[config.mk]
export PLATFORM = sky130hd
export DESIGN_NAME = booth_seq_mult
export DESIGN_NICKNAME = d
export VERILOG_FILES = /design/src/rtl/booth_seq_pkg.sv /design/src/rtl/booth_digit_enc.sv /design/src/rtl/booth_seq_mult.sv
export SDC_FILE = /design/constraint.sdc
export NUM_CORES = 1
export LEC_CHECK = 0
export ABC_AREA = 0
export CORE_UTILIZATION = 55
export DETAILED_ROUTE_END_ITERATION = 10
export PLACE_DENSITY = 0.78
export SLEW_MARGIN = 20
export SYNTH_ARGS = -nofsm -noshare
export SYNTH_HDL_FRONTEND = slang
export SYNTH_SLANG_ARGS = --single-unit
[constraint.sdc]
create_clock -name clk -period 6.6 [get_ports clk]
set_input_delay 0.66 -clock clk [delete_from_list [all_inputs] [get_ports clk]]
set_output_delay 0.66 -clock clk [all_outputs]
set_load 0.01 [all_outputs]
[src/rtl/booth_seq_pkg.sv]
`default_nettype none
// ============================================================================
// Module      : booth_seq_pkg
// Description : Shared types and constants for the sequential radix-4 Booth
//               multiplier: FSM state type, digit-count helper and the Booth
//               recoding truth table.
// Revision    : 1.0 - initial release
// ============================================================================
package booth_seq_pkg;

  typedef enum logic [1:0] {
    IDLE = 2'd0,
    CALC = 2'd1,
    DONE = 2'd2
  } state_t;

  // Booth recoding tables, indexed by the 3-bit scan window {b[2i+1], b[2i], b[2i-1]}.
  // The windows 000 and 111 both mean a zero digit, so none of the flags are set for them.
  localparam logic [7:0] BOOTH_ONE_TBL = 8'b0110_0110;  // windows 1,2,5,6 -> |d| = 1
  localparam logic [7:0] BOOTH_TWO_TBL = 8'b0001_1000;  // windows 3,4     -> |d| = 2
  localparam logic [7:0] BOOTH_NEG_TBL = 8'b0111_0000;  // windows 4,5,6   -> d < 0

  // There is one extra digit so that zero-extended unsigned operands come out exact.
  function automatic int digits(input int w);
    return w / 2 + 1;
  endfunction

endpackage
`default_nettype wire

[src/rtl/booth_digit_enc.sv]
`default_nettype none
// ============================================================================
// Module      : booth_digit_enc
// Description : Combinational radix-4 Booth digit encoder. It turns a 3-bit
//               scan window into magnitude flags (one/two) and a sign flag (neg).
// Revision    : 1.0 - initial release
// ============================================================================
module booth_digit_enc
  import booth_seq_pkg::*;
(
  input  logic [2:0] win,
  output logic       one,
  output logic       two,
  output logic       neg
);

  assign one = BOOTH_ONE_TBL[win];
  assign two = BOOTH_TWO_TBL[win];
  assign neg = BOOTH_NEG_TBL[win];

endmodule
`default_nettype wire

[src/rtl/booth_seq_mult.sv]
`default_nettype none
// ============================================================================
// Module      : booth_seq_mult
// Description : Sequential radix-4 Booth multiplier that retires one digit per
//               clock. It supports signed and unsigned operands and uses
//               valid/ready handshakes on both the operand and result sides.
// Revision    : 1.0 - initial release
// ============================================================================
module booth_seq_mult
  import booth_seq_pkg::*;
#(
  parameter int W = 8
)(
  input  logic             clk,
  input  logic             rst_n,
  input  logic             in_valid,
  output logic             in_ready,
  input  logic [W-1:0]     in_a,
  input  logic [W-1:0]     in_b,
  input  logic             in_signed,
  output logic             out_valid,
  input  logic             out_ready,
  output logic [2*W-1:0]   out_p
);

  localparam int D  = digits(W);
  localparam int CW = $clog2(D);
  localparam int AW = 2 * W + 2;

  state_t          state_q, state_d;
  logic [W+1:0]    a_q, a_d;        // multiplicand, extended to W+2 bits
  logic [W+2:0]    b_q, b_d;        // multiplier scan register; bit 0 is b[-1]
  logic [AW-1:0]   acc_q, acc_d;
  logic [CW-1:0]   cnt_q, cnt_d;
  logic [2*W-1:0]  p_q, p_d;        // result register; holds until the next DONE

  logic            enc_one, enc_two, enc_neg;
  logic [AW-1:0]   a_ext;
  logic [AW-1:0]   pp_mag;
  logic [AW-1:0]   pp_shift;
  logic [AW-1:0]   pp_add;
  logic [AW-1:0]   sum;
  logic [CW:0]     shamt;
  logic            ext_a, ext_b;

  // The low window of the scan register always holds the current digit.
  booth_digit_enc u_enc (
    .win (b_q[2:0]),
    .one (enc_one),
    .two (enc_two),
    .neg (enc_neg)
  );

  // Partial-product mux, shift by 2i, and the accumulator adder.
  // The magnitude is shifted before inversion. This way the one's complement also
  // fills the vacated low bits with ones, and a single carry-in completes the
  // two's-complement negation of the shifted term.
  always_comb begin
    a_ext  = {{W{a_q[W+1]}}, a_q};
    pp_mag = '0;
    if (enc_two) begin
      pp_mag = a_ext << 1;
    end else if (enc_one) begin
      pp_mag = a_ext;
    end
    shamt    = {cnt_q, 1'b0};
    pp_shift = pp_mag << shamt;
    pp_add   = enc_neg ? ~pp_shift : pp_shift;
    sum      = acc_q + pp_add + {{(AW-1){1'b0}}, enc_neg};
  end

  // FSM next-state logic and datapath register updates.
  always_comb begin
    state_d = state_q;
    a_d     = a_q;
    b_d     = b_q;
    acc_d   = acc_q;
    cnt_d   = cnt_q;
    p_d     = p_q;
    ext_a   = in_signed & in_a[W-1];
    ext_b   = in_signed & in_b[W-1];
    case (state_q)
      IDLE: begin
        if (in_valid) begin
          a_d     = {ext_a, ext_a, in_a};
          b_d     = {ext_b, ext_b, in_b, 1'b0};
          acc_d   = '0;
          cnt_d   = '0;
          state_d = CALC;
        end
      end
      CALC: begin
        acc_d = sum;
        b_d   = {2'b00, b_q[W+2:2]};
        if (cnt_q == CW'(D - 1)) begin
          p_d     = sum[2*W-1:0];
          state_d = DONE;
        end else begin
          cnt_d = cnt_q + 1'b1;
        end
      end
      DONE: begin
        if (out_ready) begin
          state_d = IDLE;
        end
      end
      default: begin
        state_d = IDLE;
      end
    endcase
  end

  // State and datapath registers with asynchronous active-low reset.
  always_ff @(posedge clk or negedge rst_n) begin
    if (!rst_n) begin
      state_q <= IDLE;
      a_q     <= '0;
      b_q     <= '0;
      acc_q   <= '0;
      cnt_q   <= '0;
      p_q     <= '0;
    end else begin
      state_q <= state_d;
      a_q     <= a_d;
      b_q     <= b_d;
      acc_q   <= acc_d;
      cnt_q   <= cnt_d;
      p_q     <= p_d;
    end
  end

  assign in_ready  = (state_q == IDLE);
  assign out_valid = (state_q == DONE);
  assign out_p     = p_q;

endmodule
`default_nettype wire

==> flow_metrics.env <==
export IMPL_outcome="finished clean"
export IMPL_synth_ff_latch_count=56
export IMPL_synth_simple_area_share_pct=17.9
export IMPL_drt_iter0_markers=107
export IMPL_ports=39
export IMPL_timing_setup_tns_ps=0
export IMPL_max_freq_mhz=258
export IMPL_critical_path_n_buffers_inverters=1
export IMPL_path_clk_slew_ps=110
export IMPL_detailroute_via_count=3109
export IMPL_post_cts_repair_setup_buffers=0
export IMPL_worstPathRequired_ps=6800
export IMPL_average_size_of_a_mapped_cell_sq_um=8.69
export IMPL_netlist_area_sq_um=3650
export IMPL_number_of_buffers_created_by_cts=5
export IMPL_tritoncts="yes"
export IMPL_yosysWarningCount=0
export IMPL_timing_setup_critical_path_class="register to register"
export IMPL_start_kind="register"
export IMPL_clkSinkCount=56
export IMPL_wirelength_microns=8070
export IMPL_grt_first_pass_wirelength_microns=13900
export IMPL_firstDrtPassIters=4
export IMPL_detail_route_antenna_nets=0
export IMPL_drv_cap=0
export IMPL_multiplexer_share_of_the_synthesized_area_pct=4.90
export IMPL_timing_final_max_slew_violations=0
export IMPL_fp_dieArea_sq_um=6960
export IMPL_period_minus_slack_ps=3880
export IMPL_final_common_cell="nand2_1"
export IMPL_synth_compound_gate_area_share_pct=20.5
export IMPL_synth_nets=461
export IMPL_clk_latency_ps=320
export IMPL_setup_violations=0
export IMPL_synth_edff_count=0
export IMPL_initial_utilization_pct=57.1
export IMPL_timing_critical_path_cells="inv_1 > ha_1 > mux2i_2 > mux2i_1 > nor2_1 > a31oi_1 > mux2_2 > a32oi_1 > xor2_1 > ha_1 > and4_1 > a21oi_1 > and3_1 > o31ai_1 > xnor2_1 > o21ai_0"
export IMPL_ys_flop_type="dfrtp_1"
export IMPL_place_port_buffers=38
export IMPL_cp_common_cell="ha_1"
export IMPL_layout_area_overhead_vs_synth_pct=13.3
export IMPL_ctsRootBufferMaster="clkbuf_8"
export IMPL_placeableCoreArea_sq_um=6390
export IMPL_htree_levels=2
export IMPL_clock_skew_ps=8.42
export IMPL_drcViolationCount=0
export IMPL_timing_hold_violations_final=0
export IMPL_timing_critical_path_arrival_ps=4080
export IMPL_yosys_area_share_xor_xnor_pct=7.20
export IMPL_rsz_0062_raised_after_global_routing="no"
export IMPL_timing_critical_path_slowest_stage_cell="ha_1"
export IMPL_asr_flop_ratio_synth_pct=100
export IMPL_period_share_pct=58.8
export IMPL_synth_yosys_seq_area_share_pct=38.4
export IMPL_crit_path_max_fanout=8
export IMPL_die_height_microns=83.4
export IMPL_yosys_area_top_type="dfrtp_1"
export IMPL_post_synth_main_area_contributors="dfrtp_1 (38%), nand2_1 (7.4%), ha_1 (6.5%)"
export IMPL_adder_cell_share_of_the_synthesized_area_pct=7.06
export IMPL_worstMarginPinSlew_ps=910
export IMPL_grt_overflow_total=0
export IMPL_final_cell_mix="nand2_1 (72), dfrtp_1 (56), clkdlybuf4s50_1 (37)"
export IMPL_timing_critical_path_slowest_cell_delay_ps=450
export IMPL_route_detailed_vias_per_inst=5.97
export IMPL_dominant_combinational_cell_family_by_area_after_synthesis="compound AO/OA/AOI/OAI gates"
export IMPL_antenna_diode_count=0
export IMPL_end_kind="register"
export IMPL_core_rowCount=29
export IMPL_cts_root_to_sink_buffers=2
export IMPL_drive_above_1_share_pct=6.31
export IMPL_first_global_vias=3014
export IMPL_cts_resized_gates=0
export IMPL_worst_path_dominant_cell_family="multiplexers"
export IMPL_final_fill_count=551
export IMPL_postCtsHoldBufs=0
export IMPL_groute_usage_overall_pct=24.6
export IMPL_grt_start_max_net_pins=57
export IMPL_post_synth_num_cell_types=51
export IMPL_antenna_violations_before_repair=0
export IMPL_synth_top_area_share_pct=38.4
export IMPL_gp_congestion=0.921
export IMPL_die_width_microns=83.4
export IMPL_worst_min_path_class="primary input to asynchronous set/reset pin"
export IMPL_max_slew_margin_rel_pct=39.2
export IMPL_netlist_instances=420
export IMPL_final_net_count=484
export IMPL_dp_hpwl_microns=5970
export IMPL_wl_per_cell_microns=15.5
[worst paths after layout]
path | cells after the start | startpoint | to | slack, ps
worst min register to register | 2 | out_p[10]$_DFFE_PN0P_ | out_p[10]$_DFFE_PN0P_ | 480
worst max register to register | 16 | b_q[0]$_DFFE_PN0P_ | acc_q[14]$_DFFE_PN0P_ | 2720
max in group asynchronous | 2 | rst_n | a_q[0]$_DFFE_PN0P_ | 5670
min in group clk | 2 | out_p[10]$_DFFE_PN0P_ | out_p[10]$_DFFE_PN0P_ | 480
worst min-delay path | 2 | rst_n | out_p[12]$_DFFE_PN0P_ | 460
worst max-delay path | 16 | b_q[0]$_DFFE_PN0P_ | acc_q[14]$_DFFE_PN0P_ | 2720
[sequential cells by signal, indices dropped and copies added (netlist names)]
name,cells
a_q,9
state_q,2
out_p,16
b_q,10
cnt_q,3
acc_q,16
[metrics by stage]
stage	cells	worst slack (ps)	hold slack (ps)	cell area, sq um	util [%]
floorplan	420	3260	364	3650	-
global placement	513	2830	460	4040	63.3
detailed placement	513	2780	469	4040	63.3
CTS	521	2740	491	4130	64.6
global route	521	2520	520	4130	64.7
finish	521	2720	458	4130	64.7
[per-layer routing]
layer  track usage (%)  wire length, microns  vias to the layer above  share of wire, %
li1                  -                     -                     1519                 -
met2              42.2                  4190                       82                52
met4              8.94                   188                        0               2.3
met5                 0                     0                        -                 0
met3              3.98                   229                       15               2.8
met1              31.5                  3470                     1493                43
[cells in the mapped netlist, types with 6 or more instances]
master and count:
nand2_1 72, dfrtp_1 56, o21ai_0 35, nor2_1 26
nand3_1 25, a21oi_1 20, ha_1 19, clkbuf_1 18
xnor2_1 18, o21ai_1 16, inv_1 12, xor2_1 12
a31oi_1 11, a21o_1 9, mux2i_1 6
[logic make-up (layout without fill, tap and decap cells)]
logic type | after synthesis | in the layout
AND/OR/NAND/NOR | 144 | 144
AO/OA/AOI/OAI | 118 | 118
flip-flops | 56 | 56
buffers and inverters | 38 | 62
XOR/XNOR | 30 | 30
adder cells (fa/ha/maj) | 20 | 20
multiplexers | 14 | 14
[cell type report]
cell class,instances,area [sq um],share of cell area [%]
multi-input cells,326,2110,51.0
clock buffers,6,72.6,1.76
well taps,77,96.3,2.33
repair buffers,40,390,9.45
flip-flops and latches,56,1400,33.9
clock inverters,2,13.8,0.333
inverters,14,52.6,1.27
Power is not shown: default switching activity piles up to over one toggle a cycle in this logic, so the estimate is an artifact.
